`config.mk`:
```
export PLATFORM = sky130hd
export DESIGN_NAME = alu_exec_ctrl_flat
export DESIGN_NICKNAME = d
export VERILOG_FILES = /design/src/rtl/alu_exec_ctrl_if.sv /design/src/rtl/alu_exec_ctrl.sv /design/src/flat_wrapper.sv
export SDC_FILE = /design/constraint.sdc
export NUM_CORES = 1
export LEC_CHECK = 0
export CAP_MARGIN = 20
export CORE_UTILIZATION = 35
export DETAILED_ROUTE_END_ITERATION = 10
export PLACE_DENSITY = 0.7
export SLEW_MARGIN = 10
export SYNTH_ARGS = -nofsm -noshare
export SYNTH_HDL_FRONTEND = slang
export SYNTH_SLANG_ARGS = --single-unit
```
`constraint.sdc`:
```
create_clock -name clk -period 3.95 [get_ports clk]
set_clock_uncertainty 0.15 [all_clocks]
set_input_delay 0.79 -clock clk [delete_from_list [all_inputs] [get_ports clk]]
set_output_delay 0.79 -clock clk [all_outputs]
set_load 0.02 [all_outputs]
```
`src/rtl/alu_exec_ctrl_if.sv`:
```
// Decode-to-execute op handshake: one data-processing op per
// in_valid & in_ready transfer.
interface alu_exec_ctrl_if #(
   parameter int DATA_W = 32,
   parameter int REG_AW = 4
);
   logic              in_valid;
   logic              in_ready;
   logic [3:0]        in_cond;
   logic [3:0]        in_opcode;
   logic              in_s;
   logic [REG_AW-1:0] in_rd;
   logic [DATA_W-1:0] in_op1;
   logic [DATA_W-1:0] in_op2;
   logic              in_shc;

   modport master (
      output in_valid, in_cond, in_opcode, in_s,
      output in_rd, in_op1, in_op2, in_shc,
      input  in_ready
   );

   modport slave (
      input  in_valid, in_cond, in_opcode, in_s,
      input  in_rd, in_op1, in_op2, in_shc,
      output in_ready
   );
endinterface

```
`src/rtl/alu_exec_ctrl.sv`:
```
// Execute-stage sequencer for the 32-bit ALU: condition check, one
// ALU cycle, then register writeback and NZCV update.
module alu_exec_ctrl #(
   parameter int         DATA_W      = 32,
   parameter int         REG_AW      = 4,
   parameter logic [3:0] FLAGS_RESET = 4'b0000
) (
   input  logic              clk,
   input  logic              rst_n,
   alu_exec_ctrl_if.slave    op_if,
   input  logic              flush,
   output logic [3:0]        alu_opcode,
   output logic [DATA_W-1:0] alu_operand1,
   output logic [DATA_W-1:0] alu_operand2,
   output logic              alu_carry_in,
   input  logic [DATA_W-1:0] alu_result,
   input  logic              alu_carry_out,
   output logic              wb_en,
   output logic [REG_AW-1:0] wb_addr,
   output logic [DATA_W-1:0] wb_data,
   output logic [3:0]        flags_nzcv,
   output logic              done,
   output logic              cond_pass
);

   localparam int MSB = DATA_W - 1;

   typedef enum logic [1:0] {
      IDLE,
      EXEC,
      WB
   } state_t;

   state_t            state_q, state_d;
   logic [3:0]        opc_q, opc_d;
   logic              s_q, s_d;
   logic [REG_AW-1:0] rd_q, rd_d;
   logic              shc_q, shc_d;
   logic              pass_q, pass_d;
   logic [3:0]        aop_q, aop_d;
   logic [DATA_W-1:0] a_q, a_d;
   logic [DATA_W-1:0] b_q, b_d;
   logic [DATA_W-1:0] res_q, res_d;
   logic              cout_q, cout_d;
   logic [3:0]        flags_q, flags_d;

   logic       f_n, f_z, f_c, f_v;
   logic       cond_ok;
   logic [3:0] aop_map;
   logic       is_test, is_arith, is_add, is_swap, upd;
   logic       x_msb, y_msb, r_msb, v_new, c_new;

   assign {f_n, f_z, f_c, f_v} = flags_q;

   always_comb begin
      cond_ok = 1'b0;
      unique case (op_if.in_cond)
         4'h0: cond_ok = f_z;
         4'h1: cond_ok = !f_z;
         4'h2: cond_ok = f_c;
         4'h3: cond_ok = !f_c;
         4'h4: cond_ok = f_n;
         4'h5: cond_ok = !f_n;
         4'h6: cond_ok = f_v;
         4'h7: cond_ok = !f_v;
         4'h8: cond_ok = f_c && !f_z;
         4'h9: cond_ok = !f_c || f_z;
         4'hA: cond_ok = f_n == f_v;
         4'hB: cond_ok = f_n != f_v;
         4'hC: cond_ok = !f_z && (f_n == f_v);
         4'hD: cond_ok = f_z || (f_n != f_v);
         4'hE: cond_ok = 1'b1;
         4'hF: cond_ok = 1'b0;
      endcase
   end

   // Compare/test ops reuse the ALU's plain logic/arith encodings.
   always_comb begin
      aop_map = op_if.in_opcode;
      unique case (op_if.in_opcode)
         4'h8:    aop_map = 4'h0;
         4'h9:    aop_map = 4'h1;
         4'hA:    aop_map = 4'h2;
         4'hB:    aop_map = 4'h4;
         default: aop_map = op_if.in_opcode;
      endcase
   end

   assign is_test  = opc_q[3:2] == 2'b10;
   assign is_arith = opc_q inside {[4'h2:4'h7], 4'hA, 4'hB};
   assign is_add   = opc_q inside {4'h4, 4'h5, 4'hB};
   assign is_swap  = opc_q inside {4'h3, 4'h7};
   assign upd      = s_q || is_test;

   // Reverse-subtracts issue the operands swapped, so swap back.
   assign x_msb = is_swap ? b_q[MSB] : a_q[MSB];
   assign y_msb = is_swap ? a_q[MSB] : b_q[MSB];
   assign r_msb = res_q[MSB];

   always_comb begin
      v_new = f_v;
      c_new = shc_q;
      if (is_arith) begin
         c_new = cout_q;
         if (is_add)
            v_new = (x_msb == y_msb) && (r_msb != x_msb);
         else
            v_new = (x_msb != y_msb) && (r_msb != x_msb);
      end
   end

   always_comb begin
      state_d = state_q;
      opc_d   = opc_q;
      s_d     = s_q;
      rd_d    = rd_q;
      shc_d   = shc_q;
      pass_d  = pass_q;
      aop_d   = aop_q;
      a_d     = a_q;
      b_d     = b_q;
      res_d   = res_q;
      cout_d  = cout_q;
      flags_d = flags_q;
      unique case (state_q)
         IDLE: begin
            if (op_if.in_valid) begin
               opc_d  = op_if.in_opcode;
               s_d    = op_if.in_s;
               rd_d   = op_if.in_rd;
               shc_d  = op_if.in_shc;
               pass_d = cond_ok;
               if (cond_ok) begin
                  aop_d   = aop_map;
                  a_d     = op_if.in_op1;
                  b_d     = op_if.in_op2;
                  state_d = EXEC;
               end else begin
                  state_d = WB;
               end
            end
         end
         EXEC: begin
            res_d   = alu_result;
            cout_d  = alu_carry_out;
            state_d = flush ? IDLE : WB;
         end
         WB: begin
            state_d = IDLE;
            if (!flush && pass_q && upd)
               flags_d = {r_msb, res_q == '0, c_new, v_new};
         end
         default: state_d = IDLE;
      endcase
   end

   always_ff @(posedge clk) begin
      if (!rst_n) begin
         state_q <= IDLE;
         opc_q   <= 4'hD;
         s_q     <= 1'b0;
         rd_q    <= '0;
         shc_q   <= 1'b0;
         pass_q  <= 1'b0;
         aop_q   <= 4'hD;
         a_q     <= '0;
         b_q     <= '0;
         res_q   <= '0;
         cout_q  <= 1'b0;
         flags_q <= FLAGS_RESET;
      end else begin
         state_q <= state_d;
         opc_q   <= opc_d;
         s_q     <= s_d;
         rd_q    <= rd_d;
         shc_q   <= shc_d;
         pass_q  <= pass_d;
         aop_q   <= aop_d;
         a_q     <= a_d;
         b_q     <= b_d;
         res_q   <= res_d;
         cout_q  <= cout_d;
         flags_q <= flags_d;
      end
   end

   assign op_if.in_ready = state_q == IDLE;
   assign alu_opcode     = aop_q;
   assign alu_operand1   = a_q;
   assign alu_operand2   = b_q;
   assign alu_carry_in   = f_c;
   assign done           = (state_q == WB) && !flush;
   assign cond_pass      = done && pass_q;
   assign wb_en          = cond_pass && !is_test;
   assign wb_addr        = rd_q;
   assign wb_data        = res_q;
   assign flags_nzcv     = flags_q;

endmodule

```
`src/flat_wrapper.sv`:
```
// flat-port wrapper written by rule: the top's interface ports become plain ports
module alu_exec_ctrl_flat 
#(
   parameter int         DATA_W      = 32,
   parameter int         REG_AW      = 4,
   parameter logic [3:0] FLAGS_RESET = 4'b0000
)
  (clk, rst_n, flush, alu_opcode, alu_operand1, alu_operand2, alu_carry_in, alu_result, alu_carry_out, wb_en, wb_addr, wb_data, flags_nzcv, done, cond_pass, op_if_in_valid, op_if_in_cond, op_if_in_opcode, op_if_in_s, op_if_in_rd, op_if_in_op1, op_if_in_op2, op_if_in_shc, op_if_in_ready);
  alu_exec_ctrl_if #(.DATA_W(DATA_W), .REG_AW(REG_AW)) op_if_i ();
  input  logic clk;
  input  logic rst_n;
  input  logic flush;
  output logic [3:0] alu_opcode;
  output logic [DATA_W-1:0] alu_operand1;
  output logic [DATA_W-1:0] alu_operand2;
  output logic alu_carry_in;
  input  logic [DATA_W-1:0] alu_result;
  input  logic alu_carry_out;
  output logic wb_en;
  output logic [REG_AW-1:0] wb_addr;
  output logic [DATA_W-1:0] wb_data;
  output logic [3:0] flags_nzcv;
  output logic done;
  output logic cond_pass;
  input wire logic [$bits(op_if_i.in_valid)-1:0] op_if_in_valid;
  input wire logic [$bits(op_if_i.in_cond)-1:0] op_if_in_cond;
  input wire logic [$bits(op_if_i.in_opcode)-1:0] op_if_in_opcode;
  input wire logic [$bits(op_if_i.in_s)-1:0] op_if_in_s;
  input wire logic [$bits(op_if_i.in_rd)-1:0] op_if_in_rd;
  input wire logic [$bits(op_if_i.in_op1)-1:0] op_if_in_op1;
  input wire logic [$bits(op_if_i.in_op2)-1:0] op_if_in_op2;
  input wire logic [$bits(op_if_i.in_shc)-1:0] op_if_in_shc;
  output wire logic [$bits(op_if_i.in_ready)-1:0] op_if_in_ready;
  assign op_if_i.in_valid = op_if_in_valid;
  assign op_if_i.in_cond = op_if_in_cond;
  assign op_if_i.in_opcode = op_if_in_opcode;
  assign op_if_i.in_s = op_if_in_s;
  assign op_if_i.in_rd = op_if_in_rd;
  assign op_if_i.in_op1 = op_if_in_op1;
  assign op_if_i.in_op2 = op_if_in_op2;
  assign op_if_i.in_shc = op_if_in_shc;
  assign op_if_in_ready = op_if_i.in_ready;
  alu_exec_ctrl #(.DATA_W(DATA_W), .REG_AW(REG_AW), .FLAGS_RESET(FLAGS_RESET)) u_core (.clk(clk), .rst_n(rst_n), .op_if(op_if_i), .flush(flush), .alu_opcode(alu_opcode), .alu_operand1(alu_operand1), .alu_operand2(alu_operand2), .alu_carry_in(alu_carry_in), .alu_result(alu_result), .alu_carry_out(alu_carry_out), .wb_en(wb_en), .wb_addr(wb_addr), .wb_data(wb_data), .flags_nzcv(flags_nzcv), .done(done), .cond_pass(cond_pass));
endmodule
```
Word level (Yosys, flattened, before mapping)
Cells that the tools add are included.
{"block": "totals", "reg_bits": 118, "latchBits": 0, "ram_bits": 0, "mem_bits_ro": 0, "inputBits": 115, "output_inout_bits": 113, "elab_cells": 88, "n_memories": 0}
{"block": "classes", "n_addsub": 0, "n_mul": 0, "div": 0, "n_lt_le_gt_ge": 2, "n_eq_ne": 34, "shifts": 0, "n_mux": 10, "n_bitwise": 0, "n_reduce_logical": 29}
{"operator": "4-bit equality test, second input constant", "count": 14}
{"operator": "32-bit zero test", "count": 1}
{"operator": "4-bit by 3-bit equality test with 1-bit output, second input constant", "count": 7}
{"operator": "1-bit case mux with 16 select lines", "count": 1}
{"operator": "4-bit case mux with 4 select lines", "count": 1}
{"operator": "4-bit by 2-bit equality test with 1-bit output, second input constant", "count": 3}
{"operator": "1-bit logical AND", "count": 10}
{"operator": "1-bit zero test", "count": 6}
{"operator": "2-bit 2-to-1 mux", "count": 3}
{"operator": "3-bit AND reduction", "count": 2}
{"operator": "3-bit nonzero test", "count": 2}
{"operator": "2-bit equality test, second input constant", "count": 2}
{"operator": "4-bit by 1-bit equality test with 1-bit output, second input constant", "count": 1}
{"operator": "4-bit by 2-bit greater-or-equal comparator with 1-bit output, second input constant", "count": 1}
{"operator": "4-bit by 3-bit <= comparator with 1-bit output, second input constant", "count": 1}
{"operator": "4-bit zero test", "count": 1}
{"operator": "1-bit 2-to-1 mux", "count": 4}
{"operator": "2-bit case mux with 2 select lines", "count": 1}
{"operator": "2-bit AND reduction", "count": 2}
{"operator": "1-bit logical OR", "count": 3}
{"operator": "1-bit inequality test", "count": 3}
{"operator": "1-bit equality test", "count": 2}
{"operator": "2-bit by 1-bit equality test with 1-bit output, second input constant", "count": 1}
{"operator": "2-bit zero test", "count": 1}
{"operator": "other kinds (2)", "count": 2}

Depth between registers and ports, before layout
{"block": "depth", "ltp_word": 6, "mapped_depth": 9, "ltp_nobuf": 6}

Worst setup path after synthesis
Ideal clock, no wire load.
{"block": "synth_path", "path_kind": "input port to output port", "startpoint": "in flush", "endpoint": "out wb_en", "arrival_ns": 2.085, "required_time_ns": 3.010, "path_slack_ns": 0.925, "cell_stages": 3, "path_buffers": 0, "cell_sequence": "nor3b_1 and2_1 nor2b_1"}
{"block": "synth_via", "elab_chain_cells": 4}
{"item": "start, declared", "line_no": "flat_wrapper.sv:12", "source": "input logic flush;"}
{"item": "1-bit zero test", "line_no": "alu_exec_ctrl.sv:192", "source": "assign done = (state_q == WB) && !flush;"}
{"item": "1-bit logical AND", "line_no": "alu_exec_ctrl.sv:192"}
{"item": "1-bit logical AND", "line_no": "alu_exec_ctrl.sv:193", "source": "assign cond_pass = done && pass_q;"}
{"item": "net cond_pass", "line_no": "flat_wrapper.sv:24", "source": "output logic cond_pass;"}
{"item": "1-bit logical AND", "line_no": "alu_exec_ctrl.sv:194", "source": "assign wb_en = cond_pass && !is_test;"}
{"item": "end, declared", "line_no": "flat_wrapper.sv:19", "source": "output logic wb_en;"}
The timed path passes the listed nets, and every way through them passes these cells.

Worst setup path after layout
{"block": "layout_path", "startpoint": "in flush", "endpoint": "out wb_en"}
{"block": "layout_via", "elab_chain_cells": 4}
{"item": "1-bit zero test", "line_no": "alu_exec_ctrl.sv:192"}
{"item": "1-bit logical AND", "line_no": "alu_exec_ctrl.sv:192"}
{"item": "1-bit logical AND", "line_no": "alu_exec_ctrl.sv:193"}
{"item": "1-bit logical AND", "line_no": "alu_exec_ctrl.sv:194"}
No other way between the ends.

==> metrics.cfg <==
[power_and_ir_drop]
p_leak_nw = 3.24
max-vdd-ir-drop_v = 0.000256
intPower_w = 0.00251
pwr_density_cell_nw_per_um2 = 427
sequentialPowerShare_pct = 39.1
p_sw_w = 0.000828
p_comb_share_pct = 16.6
clkPwrFrac_pct = 44.3
switching_share_pct = 24.8

[grt]
grt_usage_pct = 19.8
grt_overflow = 0
grt_max_degree = 57
grt_pass1_vias = 4641
grt_pass1_wl_um = 22100
antenna_found_initial = 0

[min_path]
worstHoldPathType = flip-flop to flip-flop

[critical_path]
critPathMaxStageDelay_ns = 0.62
cp_cell_sequence = clkdlybuf4s50_1 -> nor3b_1 -> and2_1 -> nor2b_1 -> clkdlybuf4s50_1
crit_required_ns = 3.01
cp.buffers_inverters = 2
crit_fanout = 3
path_class = input pin to output pin
critPathCaptureType = output pin
critPathMostFrequentCell = clkdlybuf4s50_1
crit_family = buffers and inverters
worst_setup_path_start_kind = input pin
cp.arrival_ns = 2.40
crit_path_top_delay_cell = clkdlybuf4s50_1

[sta]
setup_viol = 0
fin_ws_ns = 0.608
holdWs_ns = 0.305
final-max-slew-violation-count = 0
setup_tns_ns = 0
post-route-min-period_ns = 3.34
fin_crit_sh_pct = 84.6
max_freq_mhz = 299
rsz0062_at_grt = no
relSlewSlack_pct = 60.6
tightestPinTransition_ns = 0.592
final-hold-violation-count = 0

[floorplan]
die_area_um2 = 14300
initial_core_util_pct = 36.2
chipWidth_um = 120
rows = 42
core_area_um2 = 13300
die_y_um = 120
io_pins = 228

[synth]
synthAdderAreaFrac_pct = 0
synth-xor-area-share_pct = 0.543
yosysWarningCount = 0
synth.area.top_cells = dfxtp_1 49%, nand2_1 17%, mux2i_1 15%
syn_area_um2 = 4840
ys_ff_latch = 118
ys_types = 39
synthCells = 573
synthMuxAreaShare_pct = 15.2
synth_top_family_by_area = simple AND/OR/NAND/NOR gates
syn_avg_cell_area_um2 = 8.44
yosys.area_share.simple_pct = 22.5
yosysSeqAreaShare_pct = 48.8
synth_edf_count = 0
yosysTopAreaCell = dfxtp_1
synth_top_cell_area_share_pct = 48.8
synth_most_common_cell = nand2_1
yosys-top-cells-count = 220 x nand2_1, 118 x dfxtp_1, 72 x mux2i_1
syn_nets = 688
async_flop_share_pct = 0
synth_ff_type = dfxtp_1
synth-compound-area-share_pct = 8.48

[route]
wl_per_cell_um = 14.3
ant_nets = 0
drt-total-wl_um = 14000
vias_per_cell = 4.77
first_pass_iters = 4
vias = 4657
drc = 0
drt_iter0_markers = 198

[layout]
finalNetCount = 902
fin_cells = 976
diodes = 0
fin_util_pct = 58.6
area_growth_pct = 61.6
drive_gt1_share_pct = 5.75

[cts]
cts_tree = done
insertion_delay_ns = 0.41
post_cts_buffers = 0
path_clk_slew_ns = 0.05
ctsHoldBuffers = 0
root_buffer = clkbuf_16
clockBufferDepth = 2
cts_max_level = 4
cts.sinks = 118
cts_resized = 0
numCtsBuffers = 17

[place]
placement.io_buffers = 227
dp_hpwl_um = 10300
dp_slack_ns = 0.299
placedCellCount = 944
gp_routability_congestion = 0.884

[run_status]
status = finished, final reports clean

[job]
max_cap_violations = 0

[cell usage in the layout, fill, tap and decap left out, types with 2 or more instances in the layout]
cell type,instances
nand3b_1,2
a21oi_1,47
inv_1,7
nand2b_1,2
nor4_1,8
nor2b_1,6
clkbuf_16,17
o311ai_0,2
nand3_1,4
clkdlybuf4s50_1,226
nand4_1,2
dfxtp_1,118
clkbuf_8,6
and2_1,2
clkinv_2,5
o21ai_0,4
nor2_1,12
clkinvlp_4,2
xnor2_1,3
a31oi_1,2
buf_4,7
nor3b_1,2
nand2_1,220
mux2i_1,72
[flip-flops by register name (all words and copies together), names as in the netlist]
name                 cells
u_core.cout_q            1
u_core.pass_q            1
u_core.opc_q             4
u_core.state_q           2
u_core.wb_addr           4
u_core.flags_nzcv        4
u_core.alu_operand2     32
u_core.wb_data          32
u_core.shc_q             1
u_core.alu_opcode        4
u_core.s_q               1
u_core.alu_operand1     32
[metal layers]
metal,vias to the layer above,part of all wire [%],wire [um],GRT usage [%]
li1,2326,-,-,-
met1,2102,41,5750,21.7
met2,204,47,6560,33.4
met3,25,9.7,1350,8.17
met4,0,2.2,308,8.83
met5,-,0,0,0
[power groups by stage]
stage | combinational, W | sequential (W) | clock [W]
after global routing | 0.000593 | 0.00131 | 0.00157
after detailed placement | 0.000555 | 0.00133 | 0
after floorplan | 0.000202 | 0.00139 | 0
after global placement | 0.000543 | 0.00133 | 0
final | 0.000552 | 0.00131 | 0.00148
after CTS | 0.000558 | 0.00131 | 0.00152
[final timing paths]
check | start | to | slack (ns) | depth (start not counted)
max reg2reg | u_core.flags_nzcv[0] | u_core.alu_operand2[12] | 1.23 | 7
min reg2reg | u_core.alu_operand1[18] | u_core.alu_operand1[18] | 0.30 | 2
max | flush | wb_en | 0.61 | 5
min | u_core.alu_operand1[18] | u_core.alu_operand1[18] | 0.30 | 2
[cell families after synthesis]
group / Yosys count
and+or+nand+nor: 265
DFF: 118
muxes: 73
AOI/OAI and AO/OA: 67
buffers and inverters: 47
xor gates and xnor gates: 3
[worst min-delay path, stage by stage (launching register included)]
cell	delay, ns
dfxtp_1	0.30
nand2_1	0.05
mux2i_1	0.05
[area by class of cell]
cell class / count / area [um2]
fillers: 1183 / 5530
flip-flops and latches: 118 / 2360
repair buffers: 235 / 2360
multi-input cells: 408 / 2270
clock buffers: 24 / 512
well taps: 176 / 220
clock inverters: 8 / 70.1
inverters: 7 / 26.3
[per-stage QoR]
step / total power (W) / cell area (um2)
final: 0.00334 / 7820
after global routing: 0.00348 / 7820
after CTS: 0.00338 / 7820
after detailed placement: 0.00188 / 7240
after global placement: 0.00187 / 7210
after floorplan: 0.00160 / 4840
(Power assumes the default switching activity.)
